==> config.mk <==
export PLATFORM = sky130hd
export DESIGN_NAME = weight_feed_skew
export DESIGN_NICKNAME = d
export VERILOG_FILES = /design/src/rtl/weight_feed_skew.sv
export SDC_FILE = /design/constraint.sdc
export NUM_CORES = 1
export LEC_CHECK = 0
export ABC_CLOCK_PERIOD_IN_PS = 9730
export CAP_MARGIN = 40
export CORE_MARGIN = 4
export CORE_UTILIZATION = 41
export DETAILED_ROUTE_END_ITERATION = 10
export RECOVER_POWER = 50
export SLEW_MARGIN = 25
export SYNTH_ARGS = -nofsm -noshare
export SYNTH_HDL_FRONTEND = slang
export SYNTH_SLANG_ARGS = --single-unit
export TNS_END_PERCENT = 50
==> constraint.sdc <==
create_clock -name clk -period 9.73 [get_ports clk]
set_input_delay 1.4595 -clock clk [delete_from_list [all_inputs] [get_ports clk]]
set_output_delay 1.4595 -clock clk [all_outputs]
set_load 0.1 [all_outputs]
==> src/rtl/weight_feed_skew.sv <==
// Weight feeder with a ready/valid shadow buffer and an optional diagonal skew.
// The shadow buffer takes the next tile while the active word streams out one
// element per channel per tick. When skew is enabled, channel c lags channel 0
// by c ticks.
module weight_feed_skew #(
   parameter int NUM_CH    = 4,
   parameter int DATA_W    = 8,
   parameter int ELEMS     = 4,
   parameter bit MSB_FIRST = 1'b1,
   parameter bit SKEW_EN   = 1'b1
) (
   input  logic                           clk,
   input  logic                           rstn,
   input  logic                           load_valid,
   output logic                           load_ready,
   input  logic [NUM_CH*ELEMS*DATA_W-1:0] load_data,
   input  logic                           start,
   input  logic                           stall,
   output logic                           busy,
   output logic                           done,
   output logic [NUM_CH*DATA_W-1:0]       dout,
   output logic [NUM_CH-1:0]              dout_valid
);

   localparam int W     = ELEMS * DATA_W;
   localparam int LW    = NUM_CH * W;
   localparam int L     = ELEMS + (NUM_CH - 1) * int'(SKEW_EN);
   localparam int CNT_W = (L + 1 > 1) ? $clog2(L + 1) : 1;

   typedef enum logic {IDLE, STREAM} state_t;

   state_t                   state, state_d;
   logic                     shadow_full;
   logic [LW-1:0]            shadow;
   logic [LW-1:0]            active;
   logic [CNT_W-1:0]         k;
   logic                     start_pass, tick, last_tick;
   logic [NUM_CH*DATA_W-1:0] dout_nxt;
   logic [NUM_CH-1:0]        vld_nxt;

   assign load_ready = !shadow_full;
   assign busy       = (state == STREAM);

   // State register.
   always_ff @(posedge clk) begin
      // NOTE: sequential state uses non-blocking assignments so that every register samples pre-edge values.
      if (!rstn) state <= IDLE;
      else       state <= state_d;
   end

   // Next-state logic: decide whether a pass launches, ticks or finishes this cycle.
   always_comb begin
      // NOTE: every output of this block gets a default first, so no path can leave one unassigned and infer a latch.
      state_d    = state;
      start_pass = 1'b0;
      tick       = 1'b0;
      last_tick  = 1'b0;
      unique case (state)
         IDLE: begin
            if (start && shadow_full) begin
               state_d    = STREAM;
               start_pass = 1'b1;
            end
         end
         STREAM: begin
            if (!stall) begin
               tick = 1'b1;
               if (k == CNT_W'(L - 1)) begin
                  state_d   = IDLE;
                  last_tick = 1'b1;
               end
            end
         end
         default: state_d = IDLE;
      endcase
   end

   // Element selection for the current tick: channel c shows element k - c*SKEW_EN when that index is in range.
   always_comb begin
      int e;
      int lo;
      e        = 0;
      lo       = 0;
      dout_nxt = '0;
      vld_nxt  = '0;
      for (int c = 0; c < NUM_CH; c++) begin
         e = int'(k) - c * int'(SKEW_EN);
         if (e >= 0 && e < ELEMS) begin
            lo          = MSB_FIRST ? (ELEMS - 1 - e) * DATA_W : e * DATA_W;
            vld_nxt[c]  = 1'b1;
            dout_nxt[c*DATA_W +: DATA_W] = active[c*W + lo +: DATA_W];
         end
      end
   end

   // Shadow payload: captured on an accepted load.
   always_ff @(posedge clk) begin
      // NOTE: the payload registers have no reset. The shadow_full flag alone decides whether their contents mean anything.
      if (load_valid && !shadow_full) shadow <= load_data;
   end

   // Control and output registers: shadow flag, active word, tick counter, dout and done.
   always_ff @(posedge clk) begin
      if (!rstn) begin
         shadow_full <= 1'b0;
         active      <= '0;
         k           <= '0;
         dout        <= '0;
         dout_valid  <= '0;
         done        <= 1'b0;
      end else begin
         if (load_valid && !shadow_full) shadow_full <= 1'b1;
         else if (start_pass)            shadow_full <= 1'b0;

         if (start_pass) begin
            active <= shadow;
            k      <= '0;
         end else if (tick) begin
            k <= k + CNT_W'(1);
         end

         done <= last_tick;

         if (state == IDLE) begin
            dout       <= '0;
            dout_valid <= '0;
         end else if (tick) begin
            dout       <= dout_nxt;
            dout_valid <= vld_nxt;
         end
      end
   end

endmodule

==> impl_metrics.yaml <==
cells_and_area:
  antenna_cells: 0
  multi_input_area_mm2: 0.00290
  ff_latch_area_mm2: 0.00725
  nets: 1032
  area_growth_syn_to_layout_pct: 33.1
  fillers: 1972
  final_area_mm2: 0.0141
  drive_gt1_frac: 0.142
  instances_no_fill: 1246
clock_network:
  clk_pin_slew_ns: 0.06
  cts_tree: "built"
  numCtsBuffers: 31
  cts.hold.buffers_added: 0
  clock-sinks: 298
  clkLatencyLatePin_ns: 0.54
  cts_setup_buffers: 0
  cts_resized: 0
  htreeDepth: 1
  cts-root-buf: "clkbuf_16"
  clk_path_buf_depth: 3
placed_design:
  port_buffers: 171
  routabilityCongestion: 0.748
  dpl_cell_area_mm2: 0.0131
  dp_slack_ns: 5.71
  dp_cells: 1186
  hpwl_um: 15700
power_and_ir_drop:
  p_clk_frac: 0.421
  power.density_mw_per_mm2: 192
  combPwrFrac: 0.060
  internal-power_mw: 2.12
  p_leak_nw: 5.02
  p_sw_frac: 0.214
  p_sw_mw: 0.578
  ir_worst_vdd_mv: 0.129
  sequentialPowerShare: 0.518
grt:
  overflow: 0
  grt_pass1_wl_um: 36800
  grt.busiest_layer: "met2"
  grt_max_degree: 66
  antenna_found_initial: 0
  met1_usage: 0.213
  met2_usage: 0.273
  grtUsageTotal: 0.159
  grt_pass1_vias: 6788
  use_met3: 0.0290
sta:
  fin_setup_tns_ns: 0
  maxSlewHeadroom: -1.40
  hold_viol_final: 0
  tightest_slew_ns: 3.60
  max_freq_mhz: 179
  finalSetupViolCount: 0
  rsz0062_at_grt: "false"
  setup_ws_ns: 4.15
  slew_viol_final: 155
  clock_skew_ns: 0.0185
  min_period_ns: 5.58
  holdWs_ns: 0.453
  fin_crit_sh: 0.574
synthesis:
  synthTopCellsByCount: "dfxtp_1 (170), a22o_1 (128), edfxtp_1 (128)"
  synth_cell_types: 38
  yosys.area.top_type: "edfxtp_1"
  ys_top_cells_by_area: "edfxtp_1 (36%), dfxtp_1 (32%), a22o_1 (11%), mux4_2 (3.8%), mux2i_1 (3.0%)"
  synth-edff-count: 128
  ys_seq_elements: 298
  yosysMostFrequentCell: "dfxtp_1"
  netlist_area_mm2: 0.0106
  ys_seq_area_frac: 0.685
  syn_area_per_cell_um2: 15.4
  ys.flop_type: "dfxtp_1"
  synthArstFlopShare: 0
  syn-num-nets: 825
  yosysWarnings: 0
  synth_top_area_frac: 0.364
  synthCells: 685
critical_path:
  critical_path_class: "primary input to flip-flop"
  end_kind: "flip-flop"
  start_kind: "primary input"
  cp.required_ns: 10.21
  arrival_ns: 6.06
  crit_fanout: 65
drt:
  remaining_drc_errors: 0
  first_pass_iters: 4
  drt-total-wl_um: 23400
  avgViaCountPerCell: 5.18
  ant_nets: 0
  dr.first_iter.drc_count: 430
  vias: 6459
  wl_per_cell_um: 18.7
die:
  rows: 58
  initial_core_util: 0.419
  io_pins: 172
  die_h_um: 169
  dieArea_mm2: 0.0284
  die_w_um: 169
  fp.coreArea_mm2: 0.0253
run_status:
  violations: "capacitance limit, slew limit"
  status: "finished with violations"
worst_hold_path:
  hold_path_class: "flip-flop to flip-flop"
flow_run:
  max-cap-violations: 3
[cell usage in the layout, fill, tap and decap left out, types with 5 or more instances in the layout]
| master | synthesis | layout |
|---|---|---|
| dlygate4sd3_1 | 0 | 131 |
| o22ai_1 | 17 | 17 |
| a22oi_1 | 16 | 16 |
| a21oi_1 | 5 | 5 |
| clkbuf_1 | 4 | 7 |
| buf_4 | 3 | 6 |
| a221oi_2 | 8 | 5 |
| mux4_2 | 18 | 18 |
| mux2i_1 | 32 | 32 |
| a22o_1 | 128 | 128 |
| nand2_1 | 19 | 19 |
| clkinv_2 | 0 | 7 |
| nand3_1 | 8 | 8 |
| mux4_1 | 6 | 6 |
| buf_8 | 1 | 39 |
| nor2_1 | 33 | 32 |
| inv_1 | 13 | 13 |
| clkdlybuf4s50_1 | 0 | 40 |
| o21ai_0 | 5 | 6 |
| dfxtp_1 | 170 | 168 |
| edfxtp_1 | 128 | 128 |
| ha_1 | 7 | 7 |
| clkbuf_16 | 0 | 31 |
[worst paths after layout]
kind	from	endpoint	slack (ns)	depth (start not counted)
setup / recovery	start	active[103]	4.15	5
hold / removal	shadow[90]	active[90]	0.45	1
setup reg to reg	busy	active[103]	5.15	4
hold reg to reg	shadow[90]	active[90]	0.45	1
[critical path: stages]
cell and delay (ns):
dlygate4sd3_1 0.54, nand3b_1 0.21, and2_0 2.61, buf_4 0.89, a22o_1 0.26
[per-layer routing]
metal  vias up  part of all wire
met5         -                 0
met2       166              0.50
met3        36             0.052
li1       3074                 -
met1      3183              0.44
met4         0             0.016
[power groups by stage]
stage | Clock (mW) | Sequential, mW | Combinational, mW
2_1_floorplan | 0 | 1.43 | 0.0886
3_3_place_gp | 0 | 1.43 | 0.159
3_5_place_dp | 0 | 1.43 | 0.174
4_1_cts | 1.16 | 1.40 | 0.175
5_1_grt | 1.21 | 1.40 | 0.176
6_report | 1.14 | 1.40 | 0.163
[registers in the layout, summed over array words and instances, names as in the netlist]
name         count
active         128
shadow         128
dout            32
dout_valid       4
k                3
busy             1
done             1
shadow_full      1
[metrics by stage]
stage	utilization	total power [mW]
after floorplan	-	1.52
after global placement	0.491	1.59
after detailed placement	0.517	1.60
after CTS	0.556	2.74
after global routing	0.557	2.79
final	0.557	2.70
[kinds of logic after synthesis]
group | after synthesis | synth area share
XOR/XNOR | 3 | 0.00320
adder cells (fa/ha/maj) | 7 | 0.00828
flip-flops | 298 | 0.685
AND/OR/NAND/NOR | 76 | 0.0338
buffers and inverters | 62 | 0.0392
AO/OA/AOI/OAI | 183 | 0.147
multiplexers | 56 | 0.0836
[final cells by class]
| class | count | area share |
|---|---|---|
| Inverter | 13 | 0.00347 |
| Sequential cell | 298 | 0.515 |
| Clock inverter | 18 | 0.0109 |
| Tap cell | 330 | 0.0293 |
| Clock buffer | 39 | 0.0601 |
| Multi-Input combinational cell | 325 | 0.206 |
| Timing Repair Buffer | 223 | 0.175 |
(Power assumes the default switching activity.)
